## src/rtl/cluster_pe_acc_pkg.sv

```systemverilog
// Shared types and width helpers for the cluster processing element.
// Holds the FSM state enum and the derived widths AXIS_W, DEPTH_W and SUM_W
// (for the default parameter set) plus functions that derive them for any
// parameterisation.
package cluster_pe_acc_pkg;

    typedef enum logic [1:0] {
        ST_IDLE  = 2'd0,
        ST_READY = 2'd1,
        ST_DIV   = 2'd2,
        ST_CMP   = 2'd3
    } state_e;

    // Axis index width; at least one bit so a single-dimension build still has a port.
    function automatic int unsigned calc_axis_w(input int unsigned dim);
        return (dim > 1) ? $clog2(dim) : 1;
    endfunction

    function automatic int unsigned calc_depth_w(input int unsigned max_depth);
        return (max_depth > 1) ? $clog2(max_depth) : 1;
    endfunction

    // Accumulator width: a full count of full-scale coordinates never wraps.
    function automatic int unsigned calc_sum_w(input int unsigned data_w, input int unsigned count_w);
        return data_w + count_w;
    endfunction

    localparam int unsigned AXIS_W  = calc_axis_w(3);
    localparam int unsigned DEPTH_W = calc_depth_w(16);
    localparam int unsigned SUM_W   = calc_sum_w(8, 16);

endpackage

```

## src/rtl/cluster_pe_acc_seq_divider.sv

```systemverilog
// Restoring unsigned divider, one quotient bit per clock.
// The first bit is produced on the start edge, so the full quotient is valid
// DIVIDEND_W edges after start, with done high for that one cycle.
// Ports: clk, rst (sync active-low), start, dividend, divisor,
//        quotient (low QUOT_W bits of the truncated quotient), done.
module seq_divider #(
    parameter int unsigned DIVIDEND_W = 24,
    parameter int unsigned DIVISOR_W  = 16,
    parameter int unsigned QUOT_W     = 8
) (
    input  logic                  clk,
    input  logic                  rst,
    input  logic                  start,
    input  logic [DIVIDEND_W-1:0] dividend,
    input  logic [DIVISOR_W-1:0]  divisor,
    output logic [QUOT_W-1:0]     quotient,
    output logic                  done
);

    localparam int unsigned CNT_W = $clog2(DIVIDEND_W + 1);

    logic [DIVISOR_W-1:0]  rem_q;
    logic [DIVISOR_W-1:0]  dsr_q;
    logic [DIVIDEND_W-1:0] quo_q;
    logic [CNT_W-1:0]      cnt_q;

    logic [DIVISOR_W-1:0]  rem_in_c;
    logic [DIVIDEND_W-1:0] quo_in_c;
    logic [DIVISOR_W-1:0]  dsr_c;
    logic [DIVISOR_W:0]    shifted_c;
    logic                  fits_c;
    logic [DIVISOR_W-1:0]  rem_nxt_c;
    logic [DIVIDEND_W-1:0] quo_nxt_c;

    // One restoring step; on start the step runs on the fresh operands.
    always_comb begin
        rem_in_c  = start ? '0 : rem_q;
        quo_in_c  = start ? dividend : quo_q;
        dsr_c     = start ? divisor : dsr_q;
        shifted_c = {rem_in_c, quo_in_c[DIVIDEND_W-1]};
        fits_c    = (shifted_c >= {1'b0, dsr_c});
        rem_nxt_c = fits_c ? DIVISOR_W'(shifted_c - {1'b0, dsr_c}) : DIVISOR_W'(shifted_c);
        quo_nxt_c = {quo_in_c[DIVIDEND_W-2:0], fits_c};
    end

    always_ff @(posedge clk) begin
        if (!rst) begin
            rem_q <= '0;
            dsr_q <= '0;
            quo_q <= '0;
            cnt_q <= '0;
            done  <= 1'b0;
        end else if (start) begin
            rem_q <= rem_nxt_c;
            dsr_q <= divisor;
            quo_q <= quo_nxt_c;
            cnt_q <= CNT_W'(DIVIDEND_W - 1);
            done  <= 1'b0;
        end else if (cnt_q != '0) begin
            rem_q <= rem_nxt_c;
            quo_q <= quo_nxt_c;
            cnt_q <= CNT_W'(cnt_q - 1'b1);
            done  <= (cnt_q == CNT_W'(1));
        end else begin
            done  <= 1'b0;
        end
    end

    assign quotient = quo_q[QUOT_W-1:0];

endmodule

```

## src/rtl/cluster_pe_acc.sv

```systemverilog
// k-means cluster processing element sitting on a kd-tree node.
// Streams points (reporting which side of the split plane they fall on),
// accumulates the accepted ones, and on update replaces the center with the
// mean of the accumulated points using a shared sequential divider.
// Ports: clk, rst (sync active-low); init/center_in/depth_in load the node;
//        start_iter clears accumulation; pt_valid/pt_ready/pt_accept/point_in
//        stream points; point_out/pt_out_valid/go_left report a transfer;
//        update triggers the mean; center_out, stable, busy, overflow,
//        count_out report state.
module cluster_pe_acc
    import cluster_pe_acc_pkg::*;
#(
    parameter int unsigned DIM       = 3,
    parameter int unsigned DATA_W    = 8,
    parameter int unsigned MAX_DEPTH = 16,
    parameter int unsigned COUNT_W   = 16
) (
    input  logic                                  clk,
    input  logic                                  rst,
    input  logic                                  init,
    input  logic                                  start_iter,
    input  logic                                  pt_valid,
    output logic                                  pt_ready,
    input  logic                                  pt_accept,
    input  logic                                  update,
    input  logic [DIM*DATA_W-1:0]                 center_in,
    input  logic [DIM*DATA_W-1:0]                 point_in,
    input  logic [calc_depth_w(MAX_DEPTH)-1:0]    depth_in,
    output logic [DIM*DATA_W-1:0]                 center_out,
    output logic [DIM*DATA_W-1:0]                 point_out,
    output logic                                  pt_out_valid,
    output logic                                  go_left,
    output logic                                  stable,
    output logic                                  busy,
    output logic                                  overflow,
    output logic [COUNT_W-1:0]                    count_out
);

    localparam int unsigned AXIS_BITS  = calc_axis_w(DIM);
    localparam int unsigned DEPTH_BITS = calc_depth_w(MAX_DEPTH);
    localparam int unsigned SUM_BITS   = calc_sum_w(DATA_W, COUNT_W);

    state_e state_q, state_nxt_c;

    logic [DATA_W-1:0]     center_q     [DIM];
    logic [DATA_W-1:0]     new_center_q [DIM];
    logic [SUM_BITS-1:0]   sum_q        [DIM];
    logic [COUNT_W-1:0]    count_q;
    logic [DEPTH_BITS-1:0] depth_q;
    logic [AXIS_BITS-1:0]  dim_q;

    logic [DATA_W-1:0]     pt_c [DIM];
    logic [AXIS_BITS-1:0]  axis_c;
    logic                  free_c, do_init_c, do_clear_c, do_update_c, xfer_c;
    logic                  dim_last_c, div_start_c, same_c;
    logic [AXIS_BITS-1:0]  div_sel_c;
    logic [DATA_W-1:0]     div_quot;
    logic                  div_done;

    // Control decode: priority init > start_iter > update > point transfer.
    always_comb begin
        for (int d = 0; d < DIM; d++) begin
            pt_c[d] = point_in[d*DATA_W +: DATA_W];
        end
        axis_c      = AXIS_BITS'(32'(depth_q) % DIM);
        free_c      = (state_q == ST_IDLE) || (state_q == ST_READY);
        do_init_c   = free_c && init;
        do_clear_c  = free_c && !init && start_iter;
        do_update_c = (state_q == ST_READY) && !init && !start_iter && update;
        pt_ready    = (state_q == ST_READY) && !init && !start_iter && !update;
        xfer_c      = pt_valid && pt_ready;
        dim_last_c  = (dim_q == AXIS_BITS'(DIM - 1));
        // Dimension 0 starts on the update edge; the rest chain off done.
        div_start_c = do_update_c || ((state_q == ST_DIV) && div_done && !dim_last_c);
        div_sel_c   = ((state_q == ST_DIV) && !dim_last_c) ? AXIS_BITS'(dim_q + 1'b1) : '0;
        same_c      = 1'b1;
        for (int d = 0; d < DIM; d++) begin
            if (new_center_q[d] != center_q[d]) same_c = 1'b0;
        end
    end

    // Next-state logic.
    always_comb begin
        state_nxt_c = state_q;
        case (state_q)
            ST_IDLE:  if (init) state_nxt_c = ST_READY;
            ST_READY: if (do_update_c) state_nxt_c = ST_DIV;
            ST_DIV:   if (div_done && dim_last_c) state_nxt_c = ST_CMP;
            ST_CMP:   state_nxt_c = ST_READY;
            default:  state_nxt_c = ST_IDLE;
        endcase
    end

    always_ff @(posedge clk) begin
        if (!rst) state_q <= ST_IDLE;
        else      state_q <= state_nxt_c;
    end

    // Datapath registers.
    always_ff @(posedge clk) begin
        if (!rst) begin
            for (int d = 0; d < DIM; d++) begin
                center_q[d]     <= '0;
                new_center_q[d] <= '0;
                sum_q[d]        <= '0;
            end
            count_q      <= '0;
            depth_q      <= '0;
            dim_q        <= '0;
            stable       <= 1'b0;
            overflow     <= 1'b0;
            point_out    <= '0;
            pt_out_valid <= 1'b0;
            go_left      <= 1'b0;
        end else begin
            pt_out_valid <= xfer_c;
            if (xfer_c) begin
                point_out <= point_in;
                go_left   <= (pt_c[axis_c] < center_q[axis_c]);
            end

            if (do_init_c) begin
                for (int d = 0; d < DIM; d++) begin
                    center_q[d] <= center_in[d*DATA_W +: DATA_W];
                    sum_q[d]    <= '0;
                end
                depth_q  <= depth_in;
                count_q  <= '0;
                stable   <= 1'b0;
                overflow <= 1'b0;
            end else if (do_clear_c) begin
                for (int d = 0; d < DIM; d++) sum_q[d] <= '0;
                count_q  <= '0;
                overflow <= 1'b0;
            end else if (xfer_c && pt_accept) begin
                // A full counter drops the point rather than wrapping.
                if (count_q == '1) begin
                    overflow <= 1'b1;
                end else begin
                    for (int d = 0; d < DIM; d++) sum_q[d] <= sum_q[d] + SUM_BITS'(pt_c[d]);
                    count_q <= COUNT_W'(count_q + 1'b1);
                end
            end

            if (do_update_c) dim_q <= '0;

            // Capture each dimension's mean; an empty cluster keeps its center.
            if ((state_q == ST_DIV) && div_done) begin
                new_center_q[dim_q] <= (count_q == '0) ? center_q[dim_q] : div_quot;
                if (!dim_last_c) dim_q <= AXIS_BITS'(dim_q + 1'b1);
            end

            if (state_q == ST_CMP) begin
                for (int d = 0; d < DIM; d++) center_q[d] <= new_center_q[d];
                stable <= same_c;
            end
        end
    end

    seq_divider #(
        .DIVIDEND_W (SUM_BITS),
        .DIVISOR_W  (COUNT_W),
        .QUOT_W     (DATA_W)
    ) u_div (
        .clk      (clk),
        .rst      (rst),
        .start    (div_start_c),
        .dividend (sum_q[div_sel_c]),
        .divisor  (count_q),
        .quotient (div_quot),
        .done     (div_done)
    );

    always_comb begin
        center_out = '0;
        for (int d = 0; d < DIM; d++) center_out[d*DATA_W +: DATA_W] = center_q[d];
    end

    assign busy      = (state_q == ST_DIV) || (state_q == ST_CMP);
    assign count_out = count_q;

endmodule

```

## config.mk

```make
export PLATFORM = sky130hd
export DESIGN_NAME = cluster_pe_acc
export DESIGN_NICKNAME = d
export VERILOG_FILES = /design/src/rtl/cluster_pe_acc_pkg.sv /design/src/rtl/cluster_pe_acc_seq_divider.sv /design/src/rtl/cluster_pe_acc.sv
export SDC_FILE = /design/constraint.sdc
export NUM_CORES = 1
export LEC_CHECK = 0
export CAP_MARGIN = 10
export CORE_ASPECT_RATIO = 1.75
export CORE_MARGIN = 3
export CORE_UTILIZATION = 63
export CTS_CLUSTER_SIZE = 10
export DETAILED_ROUTE_END_ITERATION = 6
export PLACE_DENSITY = 0.84
export SYNTH_ARGS = -nofsm -noshare
export SYNTH_HDL_FRONTEND = slang
export SYNTH_SLANG_ARGS = --single-unit
```

## constraint.sdc

```tcl
create_clock -name clk -period 7.5 [get_ports clk]
set_clock_uncertainty 0.1 [all_clocks]
set_input_delay 1.125 -clock clk [delete_from_list [all_inputs] [get_ports clk]]
set_output_delay 1.125 -clock clk [all_outputs]
set_load 0.1 [all_outputs]
```

Word-level counts from Yosys, hierarchy flattened
Memory sizes are Yosys's and may differ from the RTL's. A register that Yosys moved wholly into a read port is not among the register bits.
Cells that the tools add are included.

word-level totals
  flip-flop bits (word level) = 114
  memory bits (writable) = 120
  bits of input ports = 59
  output and inout port bits = 70
  word-level logic and storage cells = 158
  memories kept = 3

memory list
  name          words  width  read ports  clocked after Yosys merged registers in  wr ports  line                  text
  sum_q         3      24     4           0                                        3         cluster_pe_acc.sv:47  logic [SUM_BITS-1:0] sum_q [DIM];
  center_q      3      8      5           1                                        3         cluster_pe_acc.sv:45  logic [DATA_W-1:0] center_q [DIM];
  new_center_q  3      8      3           0                                        3         cluster_pe_acc.sv:46  logic [DATA_W-1:0] new_center_q [DIM];

cells by class
  add/subtract/negate cells = 7
  div/mod/pow operators = 1
  $lt $le $gt $ge = 3
  equality and inequality tests = 12
  multiplexer cells = 66
  bitwise operators = 19
  reductions and logical operators = 32

operator list
  operator               number
  $mux 24                12
  $mux 16                5
  $mux 8                 10
  $add 24x8->24          3
  $mod 4x2->32 const B   1
  $mux 1                 26
  $ne 8x8->1             3
  $mux 2                 9
  $ge 17x16->1           1
  $add 16x1->16 const B  1
  $bmux 8 s2             1
  $eq 16x16->1 const B   1
  $logic_not 16->1       1
  $sub 16x16->16         1
  $or 1x1->1             15
  $logic_and 1x1->1      13
  $mux 5                 2
  $lt 8x8->1             1
  $pmux 2 s4             1
  $reduce_or 8->1        1
  $eq 2x2->1 const B     3
  $ne 2x2->1 const B     3
  $reduce_or 3->1        2
  $eq 5x1->1 const B     1
  other kinds (14)       23

Logic depth before layout (Yosys ltp)
Gate-level depths: netlist (run 1).

  depth in word-level cells = 12
  depth in mapped cells = 21
  depth with buffers taken out = 20

By module
Synthesis (run 1) repeated with hierarchy kept, for this count alone.

unflattened totals
  cell total of the unflattened synthesis = 1,483
  area, all modules = 13,658.1 um^2

modules (own cells, without submodules)
  module          times used  cells an instance  area an instance (um^2)  seq. area each (um^2)
  cluster_pe_acc  1           1,054              10,072.2                 4,644.5
  seq_divider     1           429                3,585.9                  1,241.2

Worst setup path after synthesis (run 1)
No wires, ideal clock.

  path type = input to register
  from = in start_iter
  to = mem sum_q[0][0] (netlist name), enable pin
  library setup time = 0.426 ns
  arrival = 5.183 ns
  required time = 6.974 ns
  path slack = 1.790 ns
  cell stages on the path = 5
  path buffers = 0
  cells stage by stage = nor4b_2 -> nand3_1 -> nor2_1 -> nor2_1 -> inv_1

RTL lines
  item         line                  text
  from (decl)  cluster_pe_acc.sv:21  input logic start_iter,
  to (decl)    cluster_pe_acc.sv:47

Worst setup path after layout (run 1)
  from = in init
  to = reg u_div.rem_q[1]

on the way
  word-level cells in the longest chain between the ends = 10
  elaborated cells between the ends (all ways) = 14
  those cells by class = add/sub (1); order compare (1); mux (6); reduce/logical (6)

ends and longest elaborated chain
  item                                            line                                                                text
  from (decl)                                     cluster_pe_acc.sv:20                                                input logic init,
  $logic_not 1->1 *                               cluster_pe_acc.sv:69                                                do_update_c = (state_q == ST_READY) && !init && !start_iter && update;
  $logic_and 1x1->1 * (3 in series)               cluster_pe_acc.sv:69
  $logic_or 1x1->1 *                              cluster_pe_acc.sv:74                                                div_start_c = do_update_c || ((state_q == ST_DIV) && div_done && !dim_last_c);
  $mux 24 (tied with other cells)                 cluster_pe_acc_seq_divider.sv:38                                    quo_in_c = start ? dividend : quo_q;
  $sub 16x16->16 or $ge 17x16->1 (tied branches)  cluster_pe_acc_seq_divider.sv:42, cluster_pe_acc_seq_divider.sv:41
  $mux 16                                         cluster_pe_acc_seq_divider.sv:42                                    rem_nxt_c = fits_c ? DIVISOR_W'(shifted_c - {1'b0, dsr_c}) : DIVISOR_W'(shifted_c);
  $mux 16                                         cluster_pe_acc_seq_divider.sv:59                                    end else if (cnt_q != '0) begin
  $mux 16                                         cluster_pe_acc_seq_divider.sv:53                                    end else if (start) begin
  to (signal assigned)                            cluster_pe_acc_seq_divider.sv:54                                    rem_q <= rem_nxt_c;
  to (signal assigned)                            cluster_pe_acc_seq_divider.sv:60                                    rem_q <= rem_nxt_c;
  to (decl)                                       cluster_pe_acc_seq_divider.sv:22                                    logic [DIVISOR_W-1:0] rem_q;

Mark *: on every way between the ends. The rest lies on a longest branch, timed or not. The select of a mux whose other input is x is not followed.
A chain may end at the register's enable or synchronous reset.

==> metrics.yaml, run 1 <==
clock_network:
  clockBufferDepth: 3
  cts_hold_buf: 0
  path_clk_slew_ns: 0.06
  ctsResizeCount: 0
  cts_tree: "yes"
  clock_latency_ns: 0.54
  post_cts_buffers: 0
  cts-root-buf: "clkbuf_16"
  cts-buffers-inserted: 27
  h-tree-depth: 1
  cts.sinks: 234
placement:
  dp_hpwl_microns: 25210
  port_buffers: 128
  globalplace.congestion: 0.9080
logic_synthesis:
  async_reset_ff_share_pct: 0
  synthDistinctLibCells: 81
  synth_edf_count: 120
  synth_top_area_cell: "edfxtp_1"
  synth_area_leaders: "edfxtp_1, dfxtp_1, ha_1"
  synth-main-ff-cell: "edfxtp_1"
  synth_fp_nets: 1582
  synth_top_area_share_pct: 26.49
  muxShareOfSynthArea_pct: 5.206
  seq_area_frac_synth_pct: 43.27
  syn_area_sq_um: 13600
  synth_compound_area_share_pct: 16.13
  synthXorXnorAreaFrac_pct: 6.880
  synth_simple_gate_area_share_pct: 18.69
  ys_ff_latch: 234
  ys_warn_count: 0
  synth_top_family_by_area: "simple AND/OR/NAND/NOR gates"
  syn_area_per_cell_sq_um: 9.343
  synthAdderAreaFrac_pct: 6.383
  synth_cells: 1456
setup_path:
  cp_max_fo: 71
  critPathCaptureType: "flop"
  timing.critical_path.required_ns: 7.84
  critPathMaxStageDelay_ns: 0.70
  startpoint_type: "input pin"
  path_cells: "clkdlybuf4s50_1, nor2_1, a31oi_4, buf_4, and2_1, ha_1, a21o_1, a21o_1, a21o_1, a221oi_4, o211ai_4, and3_4, a311oi_2"
  cpMostUsedCell: "a21o_1"
  worstSetupPathType: "input pin to flop"
  crit_path_top_delay_cell: "buf_4"
  ff2ff_path_depth: 13
  cp.arrival_ns: 5.52
outcome:
  outcome: "finished clean"
routing:
  drtPass1Iterations: 5
  drc: 0
  vias: 11400
  drtIter0Drc: 915
  ant_nets: 0
  wl_per_cell_microns: 19.16
  wirelength_microns: 35540
  drt-vias-per-instance: 6.145
global_route:
  antenna_found_initial: 0
  grt_pass1_vias: 11470
  grt_pass1_wl_microns: 57460
  grt_util_all_layers_pct: 30.12
  gr-total-overflow: 0
  grt_max_degree: 75
pwr:
  finalPower_mw: 5.446
  switching_power_mw: 2.290
  switching_share_pct: 42.05
  intPower_mw: 3.156
  comb_power_share_pct: 44.2
  powerDensity_nw_per_um2: 344.5
  p_leak_nw: 5.918
  p_seq_share_pct: 34.1
  power.share.clock_pct: 21.6
  peakVddDrop_mv: 0.2343
layout:
  area_growth_pct: 16.22
  finalNetCount: 1676
  fin_util_pct: 74.90
  drive_above_1_share_pct: 6.509
  antenna_cells: 0
  n_fill_cell: 1492
timing:
  rsz0062_at_grt: "false"
  finalCriticalPeriod_ns: 5.178
  fmax_mhz: 193.1
  relSlewSlack_pct: 21.78
  fin_tns_setup_ns: 0
  post-route-period-util_pct: 69.04
  slew_violations: 0
  tightest_slew_ns: 1.170
  finalHoldViolations: 0
  setup_viol: 0
worst_hold_path:
  whs_path_depth: 2
  min_path_type: "flop to flop"
floorplanning:
  dieArea_sq_um: 23460
  core-area_sq_um: 21110
  die_h_microns: 200.4
  dieWidth_microns: 117.1
  fp-row-count: 70
  ios: 129
  initial_core_util_pct: 64.45
run:
  max_cap_viol_count: 0
-- final cells by class --
class,instances,area [sq um],share of cell area (%)
multi-input combinational,1108,7279,46.05
sequential,234,5886,37.23
timing repair buffer,140,1379,8.722
clock buffer,45,753.2,4.765
tap,288,360.3,2.279
inverter,39,146.4,0.9260
clock inverter,1,5.005,0.03166
-- path summary, 6_finish.rpt --
| check | startpoint | endpoint | slack (ns) |
|---|---|---|---|
| worst max-delay path | init | u_div.rem_q[1] | 2.32 |
| worst min-delay path | point_out[23] | point_out[23] | 0.35 |
| worst max register to register | dim_q[1] | u_div.rem_q[1] | 2.32 |
| worst min register to register | point_out[23] | point_out[23] | 0.35 |
-- per-layer routing --
layer	GRT usage (%)	part of all wire [%]	vias up
met5	0	0	-
met4	13.04	4.4	0
met3	3.235	5.3	115
met2	53.83	52	422
met1	35.58	38	5453
li1	-	-	5409
-- cells by family after synthesis --
family,count (synthesis)
compound gates,314
xor+xnor,106
fa+ha+maj,67
buf+inv,114
flops,234
mux,70
simple gates,551
-- flip-flops by register name, summed over array words and instances (netlist names), 2 cells and up --
name,cells
u_div.quo_q,24
point_out,24
sum_q,72
center_q,24
u_div.dsr_q,16
u_div.cnt_q,5
dim_q,2
depth_q,4
count_out,16
state_q,2
u_div.rem_q,16
new_center_q,24
-- Yosys cell counts, types with 3 or more instances --
master,instances
inv_1,39
nor2_1,197
nand3_1,33
and3_1,15
nand4_1,13
edfxtp_1,120
xor2_1,61
dfxtp_1,114
nor3_1,22
o211ai_1,7
fa_1,4
nand2b_1,8
a21oi_1,93
nor2b_1,14
a311oi_1,25
and4_1,3
or2_2,9
nor4_1,8
buf_2,13
o2111ai_1,3
xnor2_1,44
a22o_1,31
mux2i_1,64
and2_1,14
clkbuf_1,56
a2111oi_2,3
a2111oi_0,8
or3_1,7
nand2_1,179
o21ai_0,48
a211oi_1,34
a21o_1,15
buf_1,4
nor4_2,5
and2_2,6
ha_1,63
mux2_2,6
o21ai_1,8
a31oi_1,11
-- power by group through the flow --
stage	clock network (mW)	logic [mW]	registers, mW
after global placement	0	2.30	1.87
final	1.18	2.41	1.86
after CTS	1.18	2.39	1.85
after detailed placement	0	2.36	1.88
after floorplan	0	1.58	2.12
after global routing	1.24	2.62	1.89
-- critical path, delay by kind of cell --
family	cells	cell delay (ns)
buf+inv	2	1.27
compound gates	7	2.15
simple gates	3	0.64
fa+ha+maj	1	0.28
-- cell usage in the layout (no fill, tap or decap), types with 15 or more instances in the layout --
cell	Yosys	final
nor2_1	197	197
nand2_1	179	178
clkdlybuf4s50_1	0	128
edfxtp_1	120	120
dfxtp_1	114	114
a21oi_1	93	93
mux2i_1	64	63
ha_1	63	63
xor2_1	61	61
o21ai_0	48	48
xnor2_1	44	44
inv_1	39	37
a211oi_1	34	34
nand3_1	33	33
a22o_1	31	31
clkbuf_16	0	27
a311oi_1	25	25
nor3_1	22	20
clkbuf_1	56	17
a21o_1	15	15
and3_1	15	15
-- stage by stage --
step	hold slack, ns	setup slack, ns	cell area, sq um	std cells
finish	0.3543	2.322	15810	1855
global route	0.3762	1.944	15810	1855
CTS	0.3556	2.374	15790	1854
detailed placement	0.3476	1.861	15040	1808
global placement	0.3402	1.977	15040	1808
floorplan	0.3353	1.790	13600	1456
Note: power is estimated with default switching activity, not from simulation.
==> run 2, diff against run 1 <==
- CORE_UTILIZATION: 63 -> 53
- PLACE_DENSITY: 0.84 -> 0.75
- clock period: 7.5 -> 4.5 ns (I/O delays scaled with it)
==> run 2 against run 1 <==
Compared with the run above: via count up 0.24%; largest power group unchanged; clock power up 69%; clock-buffer cell count is 1 lower; critical path type is now flop to flop.
==> metrics.yaml, run 2 (synthesis results as in run 1) <==
clock_network:
  path_clk_slew_ns: 0.06  # about the same
  cts_tree: "yes"  # unchanged
  h-tree-depth: 1  # unchanged
  cts-root-buf: "clkbuf_16"  # unchanged
  clock_latency_ns: 0.54  # about the same
  cts.sinks: 234  # unchanged
  clockBufferDepth: 3  # unchanged
  cts-buffers-inserted: 27  # unchanged
  cts_hold_buf: 0  # unchanged
pwr:
  p_leak_nw: 6.048  # was 5.918 nW
  peakVddDrop_mv: 0.3479  # was 0.2343 mV
  powerDensity_nw_per_um2: 575.1  # was 344.5 nW/um^2
setup_path:
  cpMostUsedCell: "ha_1"  # was a21o_1
  r2r_start: "depth_q[2]"  # was dim_q[1]
  path_delay_family: "compound AO/OA/AOI/OAI gates"  # unchanged
  timing.critical_path.required_ns: 4.88  # was 7.84 ns
  path_cells: "inv_1, nor2_1, ha_1, a22oi_1, o311ai_1, o21ai_1, ha_1, nor4b_2, o22ai_2, xor2_2, buf_12, mux2_2, a22o_1, ha_1, a21o_1, a221oi_1, o21ai_0, o21ai_0, o311a_1"  # was clkdlybuf4s50_1, nor2_1, a31oi_4, buf_4, and2_1, ha_1, a21o_1, a21o_1, a21o_1, a221oi_4, o211ai_4, and3_4, a311oi_2
  worst-path-buf-inv: 2  # unchanged
  ff2ff_path_depth: 19  # was 13
  r2r_end: "go_left"  # was u_div.rem_q[1]
  reg2reg_setup_slack_ns: 0.33  # was 2.32 ns
  crit_path_top_delay_cell: "dfxtp_1"  # was buf_4
  critPathMaxStageDelay_ns: 0.39  # was 0.70 ns
  startpoint_type: "flop"  # was input pin
  cp_max_fo: 18  # was 71
  cp.arrival_ns: 4.55  # was 5.52 ns
  worstSetupPathType: "flop to flop"  # was input pin to flop
  critPathCaptureType: "flop"  # unchanged
worst_hold_path:
  whs_endpoint: "point_out[1]"  # was point_out[23]
  min_path_type: "flop to flop"  # unchanged
  whs_path_depth: 2  # unchanged
  min-delay-start: "point_out[1]"  # was point_out[23]
global_route:
  grt_pass1_wl_microns: 59650  # was 57460 microns
  grt_util_all_layers_pct: 26.83  # was 30.12%
  antenna_found_initial: 0  # unchanged
  gr-total-overflow: 0  # unchanged
  grt_pass1_vias: 11450  # was 11.47k
  grt_max_degree: 70  # was 75
layout:
  n_fill_cell: 2156  # was 1492
  drive_above_1_share_pct: 8.055  # was 6.509%
  largest-register: "sum_q"  # unchanged
  area_growth_pct: 18.14  # was 16.22%
  fin_util_pct: 63.67  # was 74.90%
  finalNetCount: 1700  # was 1676
  layout_common_cells: "nor2_1, nand2_1, clkdlybuf4s50_1, edfxtp_1, dfxtp_1"  # unchanged
  final_common_cell: "nor2_1"  # unchanged
  antenna_cells: 0  # unchanged
  largest_register_ffs: 72  # unchanged
floorplanning:
  initial_core_util_pct: 53.89  # was 64.45%
  ios: 129  # unchanged
  dieWidth_microns: 127.1  # was 117.1 microns
  core-area_sq_um: 25240  # was 21110 sq um
  die_h_microns: 217.9  # was 200.4 microns
  fp-row-count: 77  # was 70
  dieArea_sq_um: 27700  # was 23460 sq um
timing:
  finalCriticalPeriod_ns: 4.171
  rsz0062_at_grt: "false"  # unchanged
  fin_tns_setup_ns: 0  # unchanged
  relSlewSlack_pct: 20.92  # was 21.78%
  slew_violations: 0  # unchanged
  setup_viol: 0  # unchanged
  fmax_mhz: 239.8
  post-route-period-util_pct: 92.69
  finalHoldViolations: 0  # unchanged
  tightest_slew_ns: 1.186  # was 1.170 ns
routing:
  wirelength_microns: 38240  # was 35540 microns
  drtPass1Iterations: 5  # unchanged
  drtIter0Drc: 911  # was 915
  wl_per_cell_microns: 20.07  # was 19.16 microns
  vias: 11430  # was 11.40k
  drt-vias-per-instance: 5.998  # was 6.145
  ant_nets: 0  # unchanged
  drc: 0  # unchanged
placement:
  dp_hpwl_microns: 27870  # was 25210 microns
  globalplace.congestion: 0.9121  # was 0.9080
  port_buffers: 128  # unchanged
outcome:
  outcome: "finished clean"  # unchanged
run:
  max_cap_viol_count: 0  # unchanged
## run 2: worst register-to-register path, delay by kind of cell, from the launching register on
| kind | cells | cell delay [ns] |
|---|---|---|
| buffers and inverters | 2 | 0.31 |
| AND/OR/NAND/NOR | 2 | 0.40 |
| multiplexers | 1 | 0.37 |
| AO/OA/AOI/OAI | 10 | 1.61 |
| XOR/XNOR | 1 | 0.19 |
| flip-flops | 1 | 0.39 |
| adder cells (fa/ha/maj) | 3 | 0.75 |
## run 2: per-stage QoR
stage | hold WS [ns] | power [mW] | setup slack (ns) | cells | cell area (sq um)
final | 0.3551 | 9.243 | 0.3291 | 1905 | 16070
after global routing | 0.3792 | 9.730 | 0.03827 | 1905 | 16070
after CTS | 0.3581 | 9.234 | 0.1149 | 1905 | 16060
after detailed placement | 0.3494 | 7.235 | 0.1409 | 1861 | 15300
after global placement | 0.3387 | 7.155 | 0.1572 | 1861 | 15300
after floorplan | 0.3353 | 6.172 | 0.06021 | 1456 | 13610
## run 2: routing by layer
| layer | wire [microns] | part of all wire, % | global-route usage [%] | vias to the layer above |
|---|---|---|---|---|
| li1 | - | - | - | 5459 |
| met1 | 14170 | 37 | 29.49 | 5477 |
| met2 | 20410 | 53 | 50.60 | 375 |
| met3 | 1937 | 5.1 | 3.358 | 115 |
| met4 | 1728 | 4.5 | 12.17 | 0 |
| met5 | 0 | 0 | 0 | - |
## run 2: worst max-delay path by stage
stage / from / end / depth (start not counted) / slack, ns
after CTS: depth_q[3] / go_left / 18 / 0.11
after global routing: depth_q[2] / go_left / 20 / 0.04
after floorplan: init / sum_q[0][0] / 5 / 0.06
after global placement: start_iter / u_div.rem_q[1] / 13 / 0.16
final: depth_q[2] / go_left / 19 / 0.33
after detailed placement: start_iter / u_div.rem_q[1] / 13 / 0.14
## run 2: power by group
part / switching [mW] / internal [mW] / leakage, nW
registers: 0.425 / 2.70 / 2.24
clock network: 0.849 / 1.14 / 0.364
logic: 2.62 / 1.52 / 3.44
## run 2: layout make-up
class	count	area, sq um	share of cell area, %
inverters	39	146.4	0.9109
clock buffers	44	760.7	4.734
multi-input cells	1108	7295	45.39
repair buffers	164	1587	9.872
well taps	316	395.4	2.460
flip-flops and latches	234	5887	36.63
## run 2: what timing repair did
action                                  CTS  global route
resized for setup                         0             3
buffers inserted                          0             0
endpoints found under the hold margin     0             0
endpoints found under the setup margin    0             1
